--- src/rtl/edn_pkg.sv ---
// ---------------------------------------------------------------------------
// edn_pkg
// Shared types and constants for the EDN endpoint interface.
//   edn_req_t       : endpoint -> EDN, level request (held until ack)
//   edn_rsp_t       : EDN -> endpoint, {ack pulse, fips flag, 32-bit chunk}
//   ep_rsp_state_e  : responder FSM states, sparse-encoded so a single
//                     flipped bit never lands on another legal state
// ---------------------------------------------------------------------------
package edn_pkg;

    localparam int ENDPOINT_BUS_WIDTH = 32;
    localparam int GENBITS_BUS_WIDTH  = 128;

    // Number of endpoint chunks carried by one genbits word.
    localparam int CHUNKS_PER_WORD = GENBITS_BUS_WIDTH / ENDPOINT_BUS_WIDTH;

    typedef struct packed {
        logic edn_req;
    } edn_req_t;

    typedef struct packed {
        logic                          edn_ack;
        logic                          edn_fips;
        logic [ENDPOINT_BUS_WIDTH-1:0] edn_bus;
    } edn_rsp_t;

    // Hamming distance between the two encodings is 6.
    typedef enum logic [5:0] {
        EpRspIdle = 6'b011010,
        EpRspAck  = 6'b100101
    } ep_rsp_state_e;

endpackage

--- src/rtl/prim_fifo_sync.sv ---
// ---------------------------------------------------------------------------
// prim_fifo_sync
// Small synchronous FIFO with optional pass-through when empty.
//   clk_i, rst_ni : clock, asynchronous active-low reset
//   clr_i         : synchronous clear (empties the FIFO next cycle)
//   wvalid_i / wready_o / wdata_i : write handshake
//   rvalid_o / rready_i / rdata_o : read handshake (rdata_o is the head)
//   depth_o       : number of stored entries
// A full FIFO never accepts a write, even if a read happens in the same
// cycle; the freed slot becomes writable on the following cycle.
// ---------------------------------------------------------------------------
module prim_fifo_sync #(
    parameter int unsigned Width  = 16,
    parameter bit          Pass   = 1'b1,
    parameter int unsigned Depth  = 4,
    localparam int unsigned DepthW = $clog2(Depth + 1)
) (
    input  logic              clk_i,
    input  logic              rst_ni,
    input  logic              clr_i,
    input  logic              wvalid_i,
    output logic              wready_o,
    input  logic [Width-1:0]  wdata_i,
    output logic              rvalid_o,
    input  logic              rready_i,
    output logic [Width-1:0]  rdata_o,
    output logic [DepthW-1:0] depth_o
);

    localparam int unsigned PtrW = (Depth > 1) ? $clog2(Depth) : 1;

    logic [Width-1:0]  r_storage [Depth];
    logic [PtrW-1:0]   r_wptr;
    logic [PtrW-1:0]   r_rptr;
    logic [DepthW-1:0] r_depth;

    logic w_full;
    logic w_empty;
    logic w_pass_through;
    logic w_push;
    logic w_pop;

    function automatic logic [PtrW-1:0] ptr_inc(input logic [PtrW-1:0] ptr);
        return (ptr == PtrW'(Depth - 1)) ? '0 : ptr + PtrW'(1);
    endfunction

    assign w_full  = (r_depth == DepthW'(Depth));
    assign w_empty = (r_depth == '0);

    // With Pass set, a word offered to an empty FIFO is visible at the read
    // port immediately; if it is consumed right away it is never stored.
    assign w_pass_through = Pass & w_empty & wvalid_i & rready_i;

    assign wready_o = ~w_full;
    assign rvalid_o = ~w_empty | (Pass & wvalid_i);
    assign rdata_o  = (Pass && w_empty) ? wdata_i : r_storage[r_rptr];
    assign depth_o  = r_depth;

    assign w_push = wvalid_i & ~w_full & ~w_pass_through;
    assign w_pop  = rready_i & ~w_empty;

    always_ff @(posedge clk_i or negedge rst_ni) begin
        if (!rst_ni) begin
            r_wptr  <= '0;
            r_rptr  <= '0;
            r_depth <= '0;
        end else if (clr_i) begin
            r_wptr  <= '0;
            r_rptr  <= '0;
            r_depth <= '0;
        end else begin
            if (w_push) begin
                r_wptr <= ptr_inc(r_wptr);
            end
            if (w_pop) begin
                r_rptr <= ptr_inc(r_rptr);
            end
            if (w_push && !w_pop) begin
                r_depth <= r_depth + DepthW'(1);
            end else if (!w_push && w_pop) begin
                r_depth <= r_depth - DepthW'(1);
            end
        end
    end

    // Storage needs no reset: an entry is only read after it was written.
    always_ff @(posedge clk_i) begin
        if (w_push && !clr_i) begin
            r_storage[r_wptr] <= wdata_i;
        end
    end

endmodule

--- src/rtl/edn_ep_responder.sv ---
// ---------------------------------------------------------------------------
// edn_ep_responder
// Responder end of one EDN endpoint req/ack link. Buffers 128-bit genbits
// words (with their FIPS flag) and hands them out as four 32-bit chunks,
// lowest chunk first, one chunk per single-cycle ack.
//   clk_i, rst_ni    : clock, asynchronous active-low reset
//   enable_i         : responder enable; low flushes FIFO, FSM and chunk index
//   genbits_valid_i / genbits_ready_o / genbits_bus_i / genbits_fips_i
//                    : upstream word handshake
//   edn_i            : endpoint request (level)
//   edn_o            : registered {ack, fips, bus} response
//   fifo_depth_o     : buffered word count
//   served_cnt_o     : saturating count of acks issued (survives disable)
// ---------------------------------------------------------------------------
module edn_ep_responder
    import edn_pkg::*;
#(
    parameter int unsigned FifoDepth    = 2,
    parameter int unsigned GenBitsWidth = GENBITS_BUS_WIDTH
) (
    input  logic                    clk_i,
    input  logic                    rst_ni,
    input  logic                    enable_i,
    input  logic                    genbits_valid_i,
    output logic                    genbits_ready_o,
    input  logic [GenBitsWidth-1:0] genbits_bus_i,
    input  logic                    genbits_fips_i,
    input  edn_req_t                edn_i,
    output edn_rsp_t                edn_o,
    output logic [2:0]              fifo_depth_o,
    output logic [15:0]             served_cnt_o
);

    localparam int unsigned FifoW  = GenBitsWidth + 1;
    localparam int unsigned DepthW = $clog2(FifoDepth + 1);

    ep_rsp_state_e r_state;
    ep_rsp_state_e w_state_d;

    logic [1:0]                    r_cidx;
    logic                          r_ack;
    logic                          r_fips;
    logic [ENDPOINT_BUS_WIDTH-1:0] r_bus;
    logic [15:0]                   r_served;

    logic                          w_fifo_wready;
    logic                          w_fifo_rvalid;
    logic [FifoW-1:0]              w_fifo_rdata;
    logic [DepthW-1:0]             w_fifo_depth;
    logic                          w_fire;
    logic                          w_pop;
    logic [ENDPOINT_BUS_WIDTH-1:0] w_chunk;
    logic                          w_head_fips;

    // Pass=0: a freshly pushed word is only usable from the next cycle on.
    prim_fifo_sync #(
        .Width (FifoW),
        .Pass  (1'b0),
        .Depth (FifoDepth)
    ) u_word_fifo (
        .clk_i    (clk_i),
        .rst_ni   (rst_ni),
        .clr_i    (~enable_i),
        .wvalid_i (genbits_valid_i & enable_i),
        .wready_o (w_fifo_wready),
        .wdata_i  ({genbits_fips_i, genbits_bus_i}),
        .rvalid_o (w_fifo_rvalid),
        .rready_i (w_pop),
        .rdata_o  (w_fifo_rdata),
        .depth_o  (w_fifo_depth)
    );

    assign genbits_ready_o = enable_i & w_fifo_wready;

    assign w_chunk     = w_fifo_rdata[ENDPOINT_BUS_WIDTH*r_cidx +: ENDPOINT_BUS_WIDTH];
    assign w_head_fips = w_fifo_rdata[GenBitsWidth];

    // An ack is launched only from Idle, which forces a gap cycle between
    // consecutive acks; a request still held after an ack is a new request.
    assign w_fire = (r_state == EpRspIdle) & enable_i & edn_i.edn_req & w_fifo_rvalid;

    // The head word retires together with the ack that hands out chunk 3.
    assign w_pop = w_fire & (r_cidx == 2'd3);

    always_comb begin
        w_state_d = r_state;
        if (!enable_i) begin
            w_state_d = EpRspIdle;
        end else begin
            case (r_state)
                EpRspIdle: if (w_fire) w_state_d = EpRspAck;
                EpRspAck:  w_state_d = EpRspIdle;
                default:   w_state_d = EpRspIdle;
            endcase
        end
    end

    always_ff @(posedge clk_i or negedge rst_ni) begin
        if (!rst_ni) begin
            r_state <= EpRspIdle;
        end else begin
            r_state <= w_state_d;
        end
    end

    // Response register: bus/fips keep their last value after the pulse.
    always_ff @(posedge clk_i or negedge rst_ni) begin
        if (!rst_ni) begin
            r_ack  <= 1'b0;
            r_fips <= 1'b0;
            r_bus  <= '0;
            r_cidx <= '0;
        end else if (!enable_i) begin
            r_ack  <= 1'b0;
            r_cidx <= '0;
        end else begin
            r_ack <= w_fire;
            if (w_fire) begin
                r_bus  <= w_chunk;
                r_fips <= w_head_fips;
                r_cidx <= r_cidx + 2'd1;
            end
        end
    end

    // Status counter is deliberately not cleared by disable.
    always_ff @(posedge clk_i or negedge rst_ni) begin
        if (!rst_ni) begin
            r_served <= '0;
        end else if (w_fire && (r_served != 16'hFFFF)) begin
            r_served <= r_served + 16'd1;
        end
    end

    assign edn_o.edn_ack  = r_ack;
    assign edn_o.edn_fips = r_fips;
    assign edn_o.edn_bus  = r_bus;
    assign fifo_depth_o   = 3'(w_fifo_depth);
    assign served_cnt_o   = r_served;

endmodule
--- config.mk ---
export PLATFORM = sky130hd
export DESIGN_NAME = edn_ep_responder
export DESIGN_NICKNAME = d
export VERILOG_FILES = /design/src/rtl/edn_pkg.sv /design/src/rtl/prim_fifo_sync.sv /design/src/rtl/edn_ep_responder.sv
export SDC_FILE = /design/constraint.sdc
export NUM_CORES = 1
export LEC_CHECK = 0
export ABC_AREA = 1
export BUFFER_PORTS_ARGS = -buffer_cell sky130_fd_sc_hd__clkbuf_2
export CAP_MARGIN = 5
export CELL_PAD_IN_SITES_DETAIL_PLACEMENT = 0
export CELL_PAD_IN_SITES_GLOBAL_PLACEMENT = 2
export CORE_MARGIN = 2
export CORE_UTILIZATION = 38
export CTS_CLUSTER_DIAMETER = 200
export DETAILED_ROUTE_END_ITERATION = 8
export PLACE_DENSITY_LB_ADDON = 0.1
export SYNTH_ARGS = -nofsm -noshare
export SYNTH_HDL_FRONTEND = slang
export SYNTH_SLANG_ARGS = --single-unit
--- constraint.sdc ---
create_clock -name clk_i -period 8 [get_ports clk_i]
set_input_delay 0.4 -clock clk_i [delete_from_list [all_inputs] [get_ports clk_i]]
set_output_delay 0.4 -clock clk_i [all_outputs]
set_load 0.01 [all_outputs]
# After elaboration in Yosys (flattened, before gate mapping)
# Memory sizes are Yosys's and may differ from the RTL's.
# Cells that the tools add are included.
[op_classes]
shifts = 1
add_sub_neg = 6
n_eq_ne = 9
muxes = 17
bitwise_logic = 10
n_reduce_logical = 8
[op_table]
columns = ["cell", "n"]
rows = [
  ["indexed part select 129 x 8 -> 32 bit", 1],
  ["two-way mux 6 bit", 3],
  ["adder 16 x 1 -> 16 bit (second input constant)", 1],
  ["!= test 16 bit (second input constant)", 1],
  ["two-way mux 2 bit", 5],
  ["two-way mux 1 bit", 9],
  ["AND 1 bit", 8],
  ["equality test 6 x 5 -> 1 bit (second input constant)", 1],
  ["!= test 2 x 1 -> 1 bit (second input constant)", 3],
  ["adder 2 x 1 -> 2 bit (second input constant)", 2],
  ["equality test 2 bit (second input constant)", 2],
  ["logical AND 1 bit", 4],
  ["!= test 3 x 1 -> 1 bit (second input constant)", 1],
  ["!= test 3 bit (second input constant)", 1],
  ["adder 1 bit (second input constant)", 2],
  ["logical NOT 1 bit", 2],
  ["logical NOT 2 bit", 1],
  ["NOT 1 bit", 2],
  ["AND reduction 2 bit", 1],
  ["subtractor 2 x 1 -> 2 bit (second input constant)", 1],
]
[totals]
inputBits = 134
wordCells = 61
n_memories = 1
mem_bits_rw = 258
out_inout_bits = 54
reg_bits = 62
[mem_list]
columns = ["memory", "words", "word_bits", "rd", "rd_ports_with_merged_regs", "write_ports", "line", "source"]
rows = [
  ["u_word_fifo.r_storage", 2, 129, 1, 0, 1, "prim_fifo_sync.sv:32", "logic [Width-1:0] r_storage [Depth];"],
]

# Logic depth before layout (Yosys ltp)
[logic_depth]
depth_word = 10
ltp_mapped = 10
mapped_depth_nobuf = 8

# By module
# Synthesis repeated with hierarchy kept, for this count alone.
[unflattened]
cells_unflattened = 1217
area_unflattened_um2 = 13100.1
[by_module_without_submodules]
columns = ["mod", "instances", "cells_per_inst", "seq_area_each_um2", "area_each_um2"]
rows = [
  ["prim_fifo_sync", 1, 713, 7847.5, 9599.2],
  ["edn_ep_responder", 1, 504, 1352.5, 3500.9],
]

# Least setup slack after synthesis
# Ideal clock, no wire load.
[synth_path]
kind = "input-to-reg"
start = "in enable_i"
end = "mem u_word_fifo.r_storage[0][0] in the netlist's numbering, enable pin"
t_required_ns = 7.381
slack_ns = 1.261
arrival_time_ns = 6.120
cell_stages = 5
setup_time_ns = 0.619
cell_sequence = "buf_4 -> nand2_1 -> inv_1 -> nand2_1 -> nor2_1"
[synth_via]
elab_chain_len = 5
[synth_lines]
columns = ["element", "line", "source"]
rows = [
  ["start: declaration", "edn_ep_responder.sv:23", "input logic enable_i,"],
  ["AND 1 bit", "edn_ep_responder.sv:64", ".wvalid_i (genbits_valid_i & enable_i),"],
  ["AND 1 bit", "prim_fifo_sync.sv:59", "assign w_push = wvalid_i & ~w_full & ~w_pass_through;"],
  ["logical AND 1 bit *", "prim_fifo_sync.sv:88", "if (w_push && !clr_i) begin"],
  ["two-way mux 1 bit *", "prim_fifo_sync.sv:88", ""],
  ["two-way mux 1 bit (not written as such) *", "prim_fifo_sync.sv:89", "r_storage[r_wptr] <= wdata_i;"],
  ["end: declaration", "prim_fifo_sync.sv:32", ""],
]
# Every way passes the cells marked *; elsewhere a longest branch is shown, timed or not.

# Worst setup path in the final report
[layout_path]
start = "reg u_word_fifo.r_depth[0] (netlist: u_word_fifo.depth_o[0])"
end = "mem u_word_fifo.r_storage[1][69] in the netlist's numbering, enable pin"
[layout_via]
elab_chain_len = 6
[layout_lines]
columns = ["element", "line", "source"]
rows = [
  ["start: declaration", "prim_fifo_sync.sv:35", "logic [DepthW-1:0] r_depth;"],
  ["start signal: assignment", "prim_fifo_sync.sv:79", "r_depth <= r_depth + DepthW'(1);"],
  ["start signal: assignment", "prim_fifo_sync.sv:81", "r_depth <= r_depth - DepthW'(1);"],
  ["equality test 2 bit", "prim_fifo_sync.sv:47", "assign w_full = (r_depth == DepthW'(Depth));"],
  ["NOT 1 bit", "prim_fifo_sync.sv:59", ""],
  ["AND 1 bit", "prim_fifo_sync.sv:59", ""],
  ["logical AND 1 bit", "prim_fifo_sync.sv:88", ""],
  ["two-way mux 1 bit", "prim_fifo_sync.sv:88", ""],
  ["two-way mux 1 bit (not written as such)", "prim_fifo_sync.sv:89", ""],
]
# No other way between the ends.

==> flow_summary_export.csv <==
group,metric,value,unit
drt,wl_per_cell,17.9,µm
timing,hold_violations,0,
setup_path,path_cells,"inv_1, nand2_1, nand2_1, nor2_4, buf_4, buf_4",
setup_path,criticalPathCategory,"flop to flop",
setup_path,cp_max_fo,76,
clock_network,htree_levels,2,
job,max-cap-violations,0,
floorplanning,die_w,187,µm
floorplanning,dieArea,35000,µm²
setup_path,critPathLaunchType,"flop",
yosys,netlist_area,12700,µm²
clock_network,postCtsHoldBufs,0,
clock_network,cts_buffers,36,
yosys,synth_cells,1096,
finish,fin_nets,1402,
yosys,syn_area_per_cell,11.6,µm²
hold_path,hold_class,"primary input to async pin",
floorplanning,design.portCount,188,
grt,grt_first_pass_wirelength,47700,µm
drt,firstDrtPassIters,5,
clock_network,numClockSinks,316,
grt,use_met1,25.4,%
place,io_buffers,186,
place,hpwlAfterDp,17600,µm
clock_network,post-cts-setup-buffers,0,
drt,wirelength,31100,µm
setup_path,rrSetupSlack,4.99,ns
drt,antenna_left,0,
clock_network,insertion_delay,0.51,ns
timing,slew_headroom,25.0,%
grt,grtUsageMet3,2.93,%
pwr,ir_drop,0.137,mV
yosys,synth_seq_cells,316,
floorplanning,die_height,187,µm
timing,setup_viol,0,
place,dpl_cell_area,14000,µm²
outcome,status,"complete, no violations",
yosys,yosys.area.top_type,"edfxtp_1",
grt,grtUsageTotal,17.7,%
yosys,synth.net_count,1232,
clock_network,clkTransAtPathRegs,0.06,ns
grt,antenna_found_initial,0,
yosys,synth_seq_area_share,72.2,%
grt,grt_max_degree,100,
timing,fin_crit_sh,37.6,%
timing,tightestPinTransition,1.13,ns
finish,drive_above_1_share,20.6,%
clock_network,tritoncts,"built",
yosys,synth_top_area_share,60.8,%
grt,busiest_layer,"met2",
yosys,ys_top_cells_by_count,"edfxtp_1 (258), nor2_1 (213), nand2_1 (173)",
setup_path,critPathSlowestCell,"buf_4",
setup_path,regToRegStartpoint,"u_word_fifo.depth_o[0]",
pwr,p_per_area,294,nW/µm²
finish,diodes,0,
drt,vias,8333,
timing,finalCriticalPeriod,3.01,ns
floorplanning,rows,67,
yosys,synth.area.top_cells,"edfxtp_1 (61%), dfrtp_1 (11%), nor2_1 (6.3%), nand2_1 (5.1%), nand3_1 (4.3%)",
grt,grt_pass1_vias,8113,
timing,timing.fmax,332,MHz
drt,drtIter0Drc,524,
grt,grt-ovfl-total,0,
pwr,leakagePower,0.00596,µW
grt,grt_use_met2,28.1,%
timing,drv_slew,0,
finish,final_cell_area,15100,µm²
finish,synthToLayoutAreaGrowth,18.3,%
yosys,synth_ff_type,"edfxtp_1",
timing,finalSetupTns,0,ns
drt,drc,0,
setup_path,cp.arrival,3.13,ns
yosys,synth-edff-count,258,
setup_path,r2r_cells,6,
floorplanning,start_util,38.3,%
floorplanning,fp.coreArea,33300,µm²
yosys,ys_types,30,
drt,avgViaCountPerCell,4.79,
timing,rsz0062_at_grt,"false",
setup_path,end_kind,"flop",
place,routabilityCongestion,0.724,
yosys,yosys_warnings,0,
setup_path,r2r_end,"u_word_fifo.r_storage[1][69]",
yosys,yosysMostFrequentCell,"edfxtp_1",
clock_network,cts-resized-gates,0,
yosys,ys_async_sr_fraction,18.4,%
timing,worst_clock_skew,0.0140,ns
clock_network,clock-root-buffer,"clkbuf_16",
clock_network,cts_max_path_buffers,3,
setup_path,critPathMaxStageDelay,0.93,ns
setup_path,cp.required,8.11,ns
==> critical path, delay by kind of cell, from the launching register on <==
kind / cells / cell delay (ns)
flops: 1 / 0.38
buf+inv: 3 / 1.64
simple gates: 3 / 0.45
==> layout make-up <==
class	count	area, µm²
Clock buffer	44	972
Clock inverter	20	119
Fill cell	3139	18200
Inverter	55	211
Multi-Input combinational cell	663	3030
Sequential cell	316	9210
Tap cell	448	561
Timing Repair Buffer	194	993
==> sequential cells by signal, summed over array words and instances (netlist names) <==
name                   flops
u_word_fifo.r_storage    258
r_bus                     32
served_cnt_o              16
r_cidx                     2
r_state                    2
u_word_fifo.depth_o        2
r_ack                      1
r_fips                     1
u_word_fifo.r_rptr         1
u_word_fifo.r_wptr         1
==> report_power, final <==
part	total, µW	switching, µW	internal, µW
Sequential	2150	143	2010
Clock	1530	638	894
Combinational	756	493	264
==> layout by cell type (no fill, tap or decap), drive strengths merged, types with 20 or more instances in the layout <==
| cell type | n |
|---|---|
| clkbuf | 229 |
| nand2 | 176 |
| dfrtp | 57 |
| nor2 | 218 |
| nand3 | 110 |
| clkinv | 20 |
| o211ai | 32 |
| inv | 54 |
| o21ai | 108 |
| edfxtp | 258 |
==> kinds of logic after synthesis <==
kind of cell             count (synthesis)  share of synthesized area, %
other                                    1                        0.0294
flip-flops                             316                          72.2
XOR/XNOR                                 9                         0.618
AO/OA/AOI/OAI                          142                          6.37
adder cells (fa/ha/maj)                  2                         0.196
AND/OR/NAND/NOR                        509                          16.4
buffers and inverters                  117                          4.23
==> stage by stage <==
stage	worst slack [ns]	hold slack [ns]	std cells	total power (µW)	util [%]
2_1_floorplan	1.26	0.104	1096	2660	-
3_3_place_gp	4.83	0.473	1676	2960	42.1
3_5_place_dp	4.84	0.471	1676	2960	42.1
4_1_cts	4.97	0.0529	1740	4500	45.3
5_1_grt	4.75	0.0614	1740	4680	45.3
6_report	4.99	0.0166	1740	4440	45.3
==> routing by layer <==
layer | routed length, µm | vias to the layer above | part of all wire [%]
met5 | 0 | - | 0
met4 | 486 | 0 | 1.6
met3 | 1480 | 31 | 4.7
met2 | 14500 | 201 | 47
met1 | 14600 | 3995 | 47
li1 | - | 4106 | -
==> worst max-delay path by stage <==
stage / startpoint / end / cells past startpoint
2_1_floorplan: enable_i / u_word_fifo.r_storage[0][0] / 5
3_3_place_gp: enable_i / u_word_fifo.r_storage[0][53] / 7
3_5_place_dp: enable_i / u_word_fifo.r_storage[1][35] / 7
4_1_cts: u_word_fifo.depth_o[0] / u_word_fifo.r_storage[1][35] / 6
5_1_grt: u_word_fifo.depth_o[0] / u_word_fifo.r_storage[1][101] / 6
6_report: u_word_fifo.depth_o[0] / u_word_fifo.r_storage[1][69] / 6
No activity file was read; power rests on OpenSTA's default activity.
